--- config.mk ---
export PLATFORM = sky130hd
export DESIGN_NAME = trigger_burst_scheduler
export DESIGN_NICKNAME = d
export VERILOG_FILES = /design/src/rtl/trigger_burst_scheduler.sv
export SDC_FILE = /design/constraint.sdc
export NUM_CORES = 1
export LEC_CHECK = 0
export CAP_MARGIN = 20
export CORE_ASPECT_RATIO = 0.9
export CORE_MARGIN = 2
export CORE_UTILIZATION = 27
export CTS_CLUSTER_DIAMETER = 60
export CTS_CLUSTER_SIZE = 12
export DETAILED_ROUTE_END_ITERATION = 16
export GPL_TIMING_DRIVEN = 1
export PLACE_DENSITY = 0.4
export SYNTH_ARGS = -nofsm -noshare
export SYNTH_HDL_FRONTEND = slang
export SYNTH_SLANG_ARGS = --single-unit
--- constraint.sdc ---
create_clock -name Clock -period 6.8 [get_ports Clock]
set_clock_uncertainty 0.15 [all_clocks]
set_input_delay 1.36 -clock Clock [delete_from_list [all_inputs] [get_ports Clock]]
set_output_delay 1.36 -clock Clock [all_outputs]
set_load 0.005 [all_outputs]
--- src/rtl/trigger_burst_scheduler.sv ---
// rtl/trigger_burst_scheduler.sv - trigger source select, delay and burst sequencing for playback
// Optional feature macro: TRIG_AUTO_REARM_EN (end-of-burst returns to ARMED instead of IDLE).
module trigger_burst_scheduler #(
  parameter int CNT_W   = 16,
  parameter int BURST_W = 8
) (
  input  logic               Clock,
  input  logic               Reset,
  input  logic [1:0]         Src_Sel,
  input  logic               Man_Trig,
  input  logic               Ext_Trig,
  input  logic [CNT_W-1:0]   Timer_Period,
  input  logic [CNT_W-1:0]   Delay_Cnt,
  input  logic [BURST_W-1:0] Burst_Num,
  input  logic               Arm,
  input  logic               Abort,
  input  logic               Play_Done,
  output logic               Play_Start,
  output logic               Armed,
  output logic               Busy,
  output logic               Trig_Miss
);

  typedef enum logic [2:0] {
    S_IDLE,
    S_ARMED,
    S_DELAY,
    S_START,
    S_RUN
  } state_t;

  state_t             state;
  logic               man_q, man_h, ext_q, ext_h;
  logic [1:0]         src_l;
  logic [CNT_W-1:0]   dly_l, per_l, timer, dly_cnt, per_m1;
  logic [BURST_W-1:0] burst_l, burst_eff, remaining;
  logic               play_start_q, armed_q, busy_q, trig_miss_q;
  logic               man_evt, ext_evt, tmr_evt, evt;

  always_comb begin
    per_m1    = (per_l == '0) ? '0 : per_l - CNT_W'(1);
    burst_eff = (burst_l == '0) ? BURST_W'(1) : burst_l;
    man_evt   = man_q ^ man_h;
    ext_evt   = ext_q & ~ext_h;
    tmr_evt   = (state == S_ARMED) && (timer == per_m1);
    case (src_l)
      2'd0:    evt = man_evt;
      2'd1:    evt = ext_evt;
      2'd2:    evt = tmr_evt;
      default: evt = 1'b0;
    endcase
  end

  always_ff @(posedge Clock) begin
    if (Reset) begin
      state        <= S_IDLE;
      man_q        <= 1'b0;
      man_h        <= 1'b0;
      ext_q        <= 1'b0;
      ext_h        <= 1'b0;
      src_l        <= '0;
      dly_l        <= '0;
      per_l        <= '0;
      burst_l      <= '0;
      timer        <= '0;
      dly_cnt      <= '0;
      remaining    <= '0;
      play_start_q <= 1'b0;
      armed_q      <= 1'b0;
      busy_q       <= 1'b0;
      trig_miss_q  <= 1'b0;
    end else begin
      // History runs in every state so arming never sees a stale edge.
      man_q        <= Man_Trig;
      man_h        <= man_q;
      ext_q        <= Ext_Trig;
      ext_h        <= ext_q;
      play_start_q <= 1'b0;
      trig_miss_q  <= 1'b0;
      timer        <= '0;
      if (Abort) begin
        state     <= S_IDLE;
        armed_q   <= 1'b0;
        busy_q    <= 1'b0;
        dly_cnt   <= '0;
        remaining <= '0;
      end else begin
        trig_miss_q <= busy_q & evt;
        case (state)
          S_IDLE: begin
            if (Arm) begin
              src_l   <= Src_Sel;
              dly_l   <= Delay_Cnt;
              per_l   <= Timer_Period;
              burst_l <= Burst_Num;
              state   <= S_ARMED;
              armed_q <= 1'b1;
            end
          end
          S_ARMED: begin
            if (evt) begin
              armed_q   <= 1'b0;
              busy_q    <= 1'b1;
              remaining <= burst_eff;
              if (dly_l == '0) begin
                state        <= S_START;
                play_start_q <= 1'b1;
              end else begin
                state   <= S_DELAY;
                dly_cnt <= dly_l;
              end
            end else if (timer != '1) begin
              timer <= timer + CNT_W'(1);
            end
          end
          S_DELAY: begin
            if (dly_cnt <= CNT_W'(1)) begin
              dly_cnt      <= '0;
              state        <= S_START;
              play_start_q <= 1'b1;
            end else begin
              dly_cnt <= dly_cnt - CNT_W'(1);
            end
          end
          S_START: begin
            state <= S_RUN;
          end
          S_RUN: begin
            if (Play_Done) begin
              if (remaining <= BURST_W'(1)) begin
                remaining <= '0;
                busy_q    <= 1'b0;
`ifdef TRIG_AUTO_REARM_EN
                state     <= S_ARMED;
                armed_q   <= 1'b1;
`else
                state     <= S_IDLE;
`endif
              end else begin
                remaining    <= remaining - BURST_W'(1);
                state        <= S_START;
                play_start_q <= 1'b1;
              end
            end
          end
          default: begin
            state   <= S_IDLE;
            armed_q <= 1'b0;
            busy_q  <= 1'b0;
          end
        endcase
      end
    end
  end

  // Abort landing in the START cycle must still cancel that start.
  assign Play_Start = play_start_q & ~Abort;
  assign Armed      = armed_q;
  assign Busy       = busy_q;
  assign Trig_Miss  = trig_miss_q;

endmodule

; Word-level counts from Yosys, hierarchy flattened
; Cells that the tools add are included.
[word_totals]
regBits = 93
out_inout_bits = 4
wordCells = 95
[classes]
add_sub_neg = 4
n_lt_le_gt_ge = 2
eq_ne = 14
mux = 31
n_bitwise = 10
n_reduce_logical = 18
[op_table]
columns = cell, n
row1 = $mux 16, 4
row2 = $logic_not 16->1, 2
row3 = $mux 8, 4
row4 = $pmux 16 s2, 1
row5 = $sub 16x1->16 const B, 2
row6 = $add 16x1->16 const B, 1
row7 = $eq 16x16->1, 1
row8 = $le 16x1->1 const B, 1
row9 = $ne 16x16->1 const B, 1
row10 = $pmux 8 s2, 1
row11 = $pmux 3 s5, 1
row12 = $mux 3, 4
row13 = $ne 2x2->1 const B, 6
row14 = $pmux 1 s3, 4
row15 = $reduce_and 3->1, 4
row16 = $mux 1, 11
row17 = $le 8x1->1 const B, 1
row18 = $logic_not 8->1, 1
row19 = $reduce_and 4->1, 2
row20 = $sub 8x1->8 const B, 1
row21 = $eq 3x2->1 const B, 2
row22 = $not 1->1, 6
row23 = $reduce_or 3->1, 2
row24 = $reduce_or 5->1, 1
row25 = other kinds (12), 15

; Longest topological paths before layout
[logic_depth]
ltp_word = 7
ltp_mapped = 16

; Worst setup path before layout
; OpenSTA, ideal clock, no wires.
[synth_timing]
path_kind = register -> register
from = register per_l[0]
to = register timer[8]
arrival_ps = 3456
t_required_ps = 6587
setup_slack_ps = 3132
stages_incl_launch_ff = 17
path_buffers = 5
synth_period_minus_slack_ps = 3668
path_cell_list = dfxtp_1 > clkbuf_1 > inv_1 > ha_1 > or3b_1 > clkbuf_1 > or4_4 > o221ai_1 > o32ai_1 > o2111ai_1 > and4bb_4 > or2_1 > buf_6 > or3_4 > buf_6 > buf_12 > nor2_4
[synth_between]
elab_chain_len = 6
[synth_lines]
columns = element, line_no
row1 = start: declaration, 35  ; logic [CNT_W-1:0] dly_l, per_l, timer, dly_cnt, per_m1;
row2 = start signal: assignment, 94  ; per_l <= Timer_Period;
row3 = $sub 16x1->16 / $logic_not 16->1 (equally long branches), 41  ; per_m1 = (per_l == '0) ? '0 : per_l - CNT_W'(1);
row4 = $mux 16 (*), 41
row5 = $eq 16x16->1 (*), 45  ; tmr_evt = (state == S_ARMED) && (timer == per_m1);
row6 = $logic_and 1x1->1 (*), 45
row7 = $pmux 1 s3 (*), 46  ; case (src_l)
row8 = $reduce_or 5->1 (no source line) (*), -
row9 = end signal: assignment, 113  ; timer <= timer + CNT_W'(1);
row10 = end: declaration, 35
; Mark *: on every way between the ends. The rest lies on a longest branch, timed or not.
; A chain may end at the register's enable or synchronous reset.

; Worst setup path after layout
[layout_timing]
from = register per_l[0]
to = register dly_cnt[2]
[layout_between]
elab_chain_len = 7
[layout_lines]
columns = element, line_no
row1 = $sub 16x1->16 / $logic_not 16->1 (equally long branches), 41
row2 = $mux 16 (*), 41
row3 = $eq 16x16->1 (*), 45
row4 = $logic_and 1x1->1 (*), 45
row5 = $pmux 1 s3 (*), 46
row6 = $ne 2x2->1 (no source line) (*), -
row7 = $reduce_and 3->1 (no source line) (*), -
row8 = end signal: assignment, 110  ; dly_cnt <= dly_l;
row9 = end signal: assignment, 122  ; dly_cnt <= dly_cnt - CNT_W'(1);
row10 = end: declaration, 35
; Marked as above.

==> results.json <==
{
  "synth-async-reset-ratio_pct": 0,
  "p_clk_share_pct": 37.6,
  "areaGrowthSynthToFinish_pct": 18.5,
  "cap_violations": 0,
  "postSynthNetCount": 737,
  "hold_start": "burst_l[0]",
  "multi_input_area_mm2": 0.00305,
  "synth_fa_ha_area_share_pct": 1.45,
  "io_pins": 53,
  "hold_depth": 2,
  "final.min_clock_period_ps": 4050,
  "yosysTopAreaCellShare_pct": 35.8,
  "via_per_inst": 5.05,
  "netlist-cell-type-count": 66,
  "p_switching_uw": 355,
  "synth_edf_count": 0,
  "start_util_pct": 27.3,
  "slew_headroom_pct": 30.4,
  "pwr-share-seq_pct": 45.7,
  "timing.rr.end": "dly_cnt[2]",
  "status": "completed",
  "hold_path_end": "burst_l[0]",
  "crit_type": "reg2reg",
  "rr_worst_depth": 11,
  "ir_worst_vdd_uv": 120,
  "drc": 0,
  "grt_antenna_before_repair": 0,
  "syn-mean-instance-area_um2": 7.62,
  "core_mm2": 0.0190,
  "cts.sinks": 93,
  "drive_gt1_share_pct": 6.21,
  "routabilityCongestion": 0.847,
  "nFillCells": 2029,
  "cts.repair.resized": 0,
  "arrival_ps": 4130,
  "setup_viol": 0,
  "num_antenna_cells": 0,
  "synth_flop_cell": "dfxtp_1",
  "yosys.area.top_type": "dfxtp_1",
  "hold_buffers": 0,
  "port_buffers": 52,
  "dpl.hpwl_um": 10800,
  "powerDensity_mw_per_mm2": 206,
  "hold_path_class": "reg2reg",
  "cts_tree": "built",
  "seq_area_frac_synth_pct": 35.8,
  "worst_slack_ps": 2750,
  "startpoint_type": "flop",
  "synthCells": 682,
  "grt_pass1_vias": 4801,
  "grt_use_total_pct": 15.4,
  "slew_violations": 0,
  "tns_ps": 0,
  "fp.dieW_um": 150,
  "crit_path_end_kind": "flop",
  "synth_compound_area_share_pct": 20.1,
  "pwr-share-comb_pct": 16.7,
  "ant_nets": 0,
  "synth_simple_gate_area_share_pct": 29.5,
  "synthTopCellsByArea": "dfxtp_1, nand2_1, a21oi_1",
  "synth-xor-area-share_pct": 5.39,
  "dieArea_mm2": 0.0204,
  "wl_um": 15200,
  "drt_iter0_markers": 276,
  "postCtsSetupBuffers": 0,
  "p_sw_share_pct": 28.0,
  "worstMarginPinSlew_ps": 1040,
  "fmax_mhz": 247,
  "rsz0062_at_grt": "no",
  "cts_buffers": 9,
  "ys_warn_count": 0,
  "cts_buffer_depth": 2,
  "die_y_um": 136,
  "insertion_delay_ps": 350,
  "overflow": 0,
  "r2r_slack_ps": 2750,
  "htree_levels": 3,
  "grt_max_degree": 49,
  "drt_first_pass_iters": 8,
  "final_nets": 759,
  "synth_top_family_by_area": "simple AND/OR/NAND/NOR gates",
  "period_share_pct": 59.5,
  "synth.area.mux_share_pct": 2.12,
  "finalHoldViolCount": 0,
  "seq_area_mm2": 0.00186,
  "cp_max_fo": 18,
  "postLayoutCoreUtil_pct": 32.3,
  "grt_pass1_wl_um": 24700,
  "synthesis.area_mm2": 0.00519,
  "wl_per_cell_um": 15.8,
  "dpl_worst_slack_ps": 2760,
  "timing.rr.start": "per_l[0]",
  "clock-root-buffer": "clkbuf_16",
  "ys_seq_elements": 93,
  "core.rowCount": 48,
  "clk_pin_slew_worst_paths_ps": 70,
  "p_leak_nw": 2.15,
  "via_count": 4840,
  "p_int_uw": 914,
  "cp.required_ps": 6890
}
## registers in the layout, summed over array words and instances (netlist names)
signal        cells
state             3
man_h             1
Armed             1
Trig_Miss         1
play_start_q      1
timer            16
dly_l            16
src_l             2
burst_l           8
per_l            16
Busy              1
ext_q             1
remaining         8
ext_h             1
dly_cnt          16
man_q             1
## how the worst max path moves through the flow
stage               slack (ps)      from          to  cells past startpoint
finish                    2750  per_l[0]  dly_cnt[2]                     11
floorplan                 3130  per_l[0]    timer[8]                     16
global route              2310  per_l[0]  dly_cnt[2]                     11
global placement          2780     Abort  Play_Start                      3
CTS                       2720  per_l[0]  dly_cnt[2]                     11
detailed placement        2760  per_l[0]  dly_cnt[2]                     11
## synthesized netlist by cell type (4+ instances only)
cell type / instances
o21ai_0: 29
inv_1: 20
xnor2_1: 20
nor2_4: 9
or3_1: 7
nor3_1: 19
a21oi_1: 66
and3_1: 7
nand3_1: 19
o211ai_1: 4
mux2i_1: 11
xor2_1: 12
o22ai_1: 5
nand4_1: 5
or4_1: 5
a31oi_1: 6
ha_1: 6
a21o_1: 5
nor2b_1: 11
dfxtp_1: 93
nand2_1: 124
o31ai_1: 6
a32o_1: 4
nor3b_1: 5
nor2_1: 62
a211oi_1: 13
a311oi_1: 5
clkbuf_1: 39
nor4_1: 12
## metrics by stage
stage | hold slack, ps | total power [mW] | std cells | area (µm²)
3_5_place_dp | 307 | 0.802 | 942 | 5850
2_1_floorplan | 283 | 0.728 | 682 | 5190
3_3_place_gp | 308 | 0.803 | 942 | 5850
4_1_cts | 319 | 1.29 | 958 | 6130
5_1_grt | 342 | 1.34 | 959 | 6150
6_report | 319 | 1.27 | 959 | 6150
## layer usage
layer | vias up | track usage, % | routed length (µm)
met1 | 2264 | 20.1 | 7220
met2 | 115 | 25.5 | 7070
met4 | 0 | 4.09 | 176
met3 | 13 | 3.47 | 685
met5 | - | 0 | 0
li1 | 2448 | - | -
## logic make-up after synthesis
kind of cell	count (synthesis)
simple gates	307
compound gates	166
buf+inv	67
flops	93
mux	11
fa+ha+maj	6
xor+xnor	32
## cell type report
cell class	count	share of cell area, %
clock buffer	12	4.00
clock inverter	4	0.508
inverter	20	1.22
multi-input combinational	522	49.5
sequential	93	30.3
tap	250	5.08
timing repair buffer	58	9.43
## worst max-delay path, cell delays in order, from the launching register on
cell and delay, ps:
dfxtp_1 390, inv_1 90, ha_1 200, nor3b_1 860, xnor2_1 190, a211oi_1 300
o2111a_1 220, and4_1 190, and4bb_4 270, o31a_1 590, o21ai_0 180, a32o_1 290
## power by group through the flow
stage | Sequential (mW) | Clock (mW) | Combinational (mW)
global placement | 0.592 | 0 | 0.211
CTS | 0.579 | 0.500 | 0.211
global route | 0.582 | 0.524 | 0.233
floorplan | 0.581 | 0 | 0.147
detailed placement | 0.592 | 0 | 0.210
finish | 0.579 | 0.478 | 0.212
## cell usage in the layout, fill, tap and decap left out, types with 7 or more instances in the layout
cell / count
and3_1: 7
inv_1: 20
nand3_1: 19
o21ai_0: 29
dfxtp_1: 93
nor2b_1: 11
or3_1: 7
clkdlybuf4s50_1: 51
clkbuf_16: 9
nor4_1: 12
mux2i_1: 11
nor2_4: 10
a21oi_1: 66
nor2_1: 61
xnor2_1: 20
nor3_1: 19
nand2_1: 124
a211oi_1: 13
xor2_1: 12
(Power assumes the default switching activity.)
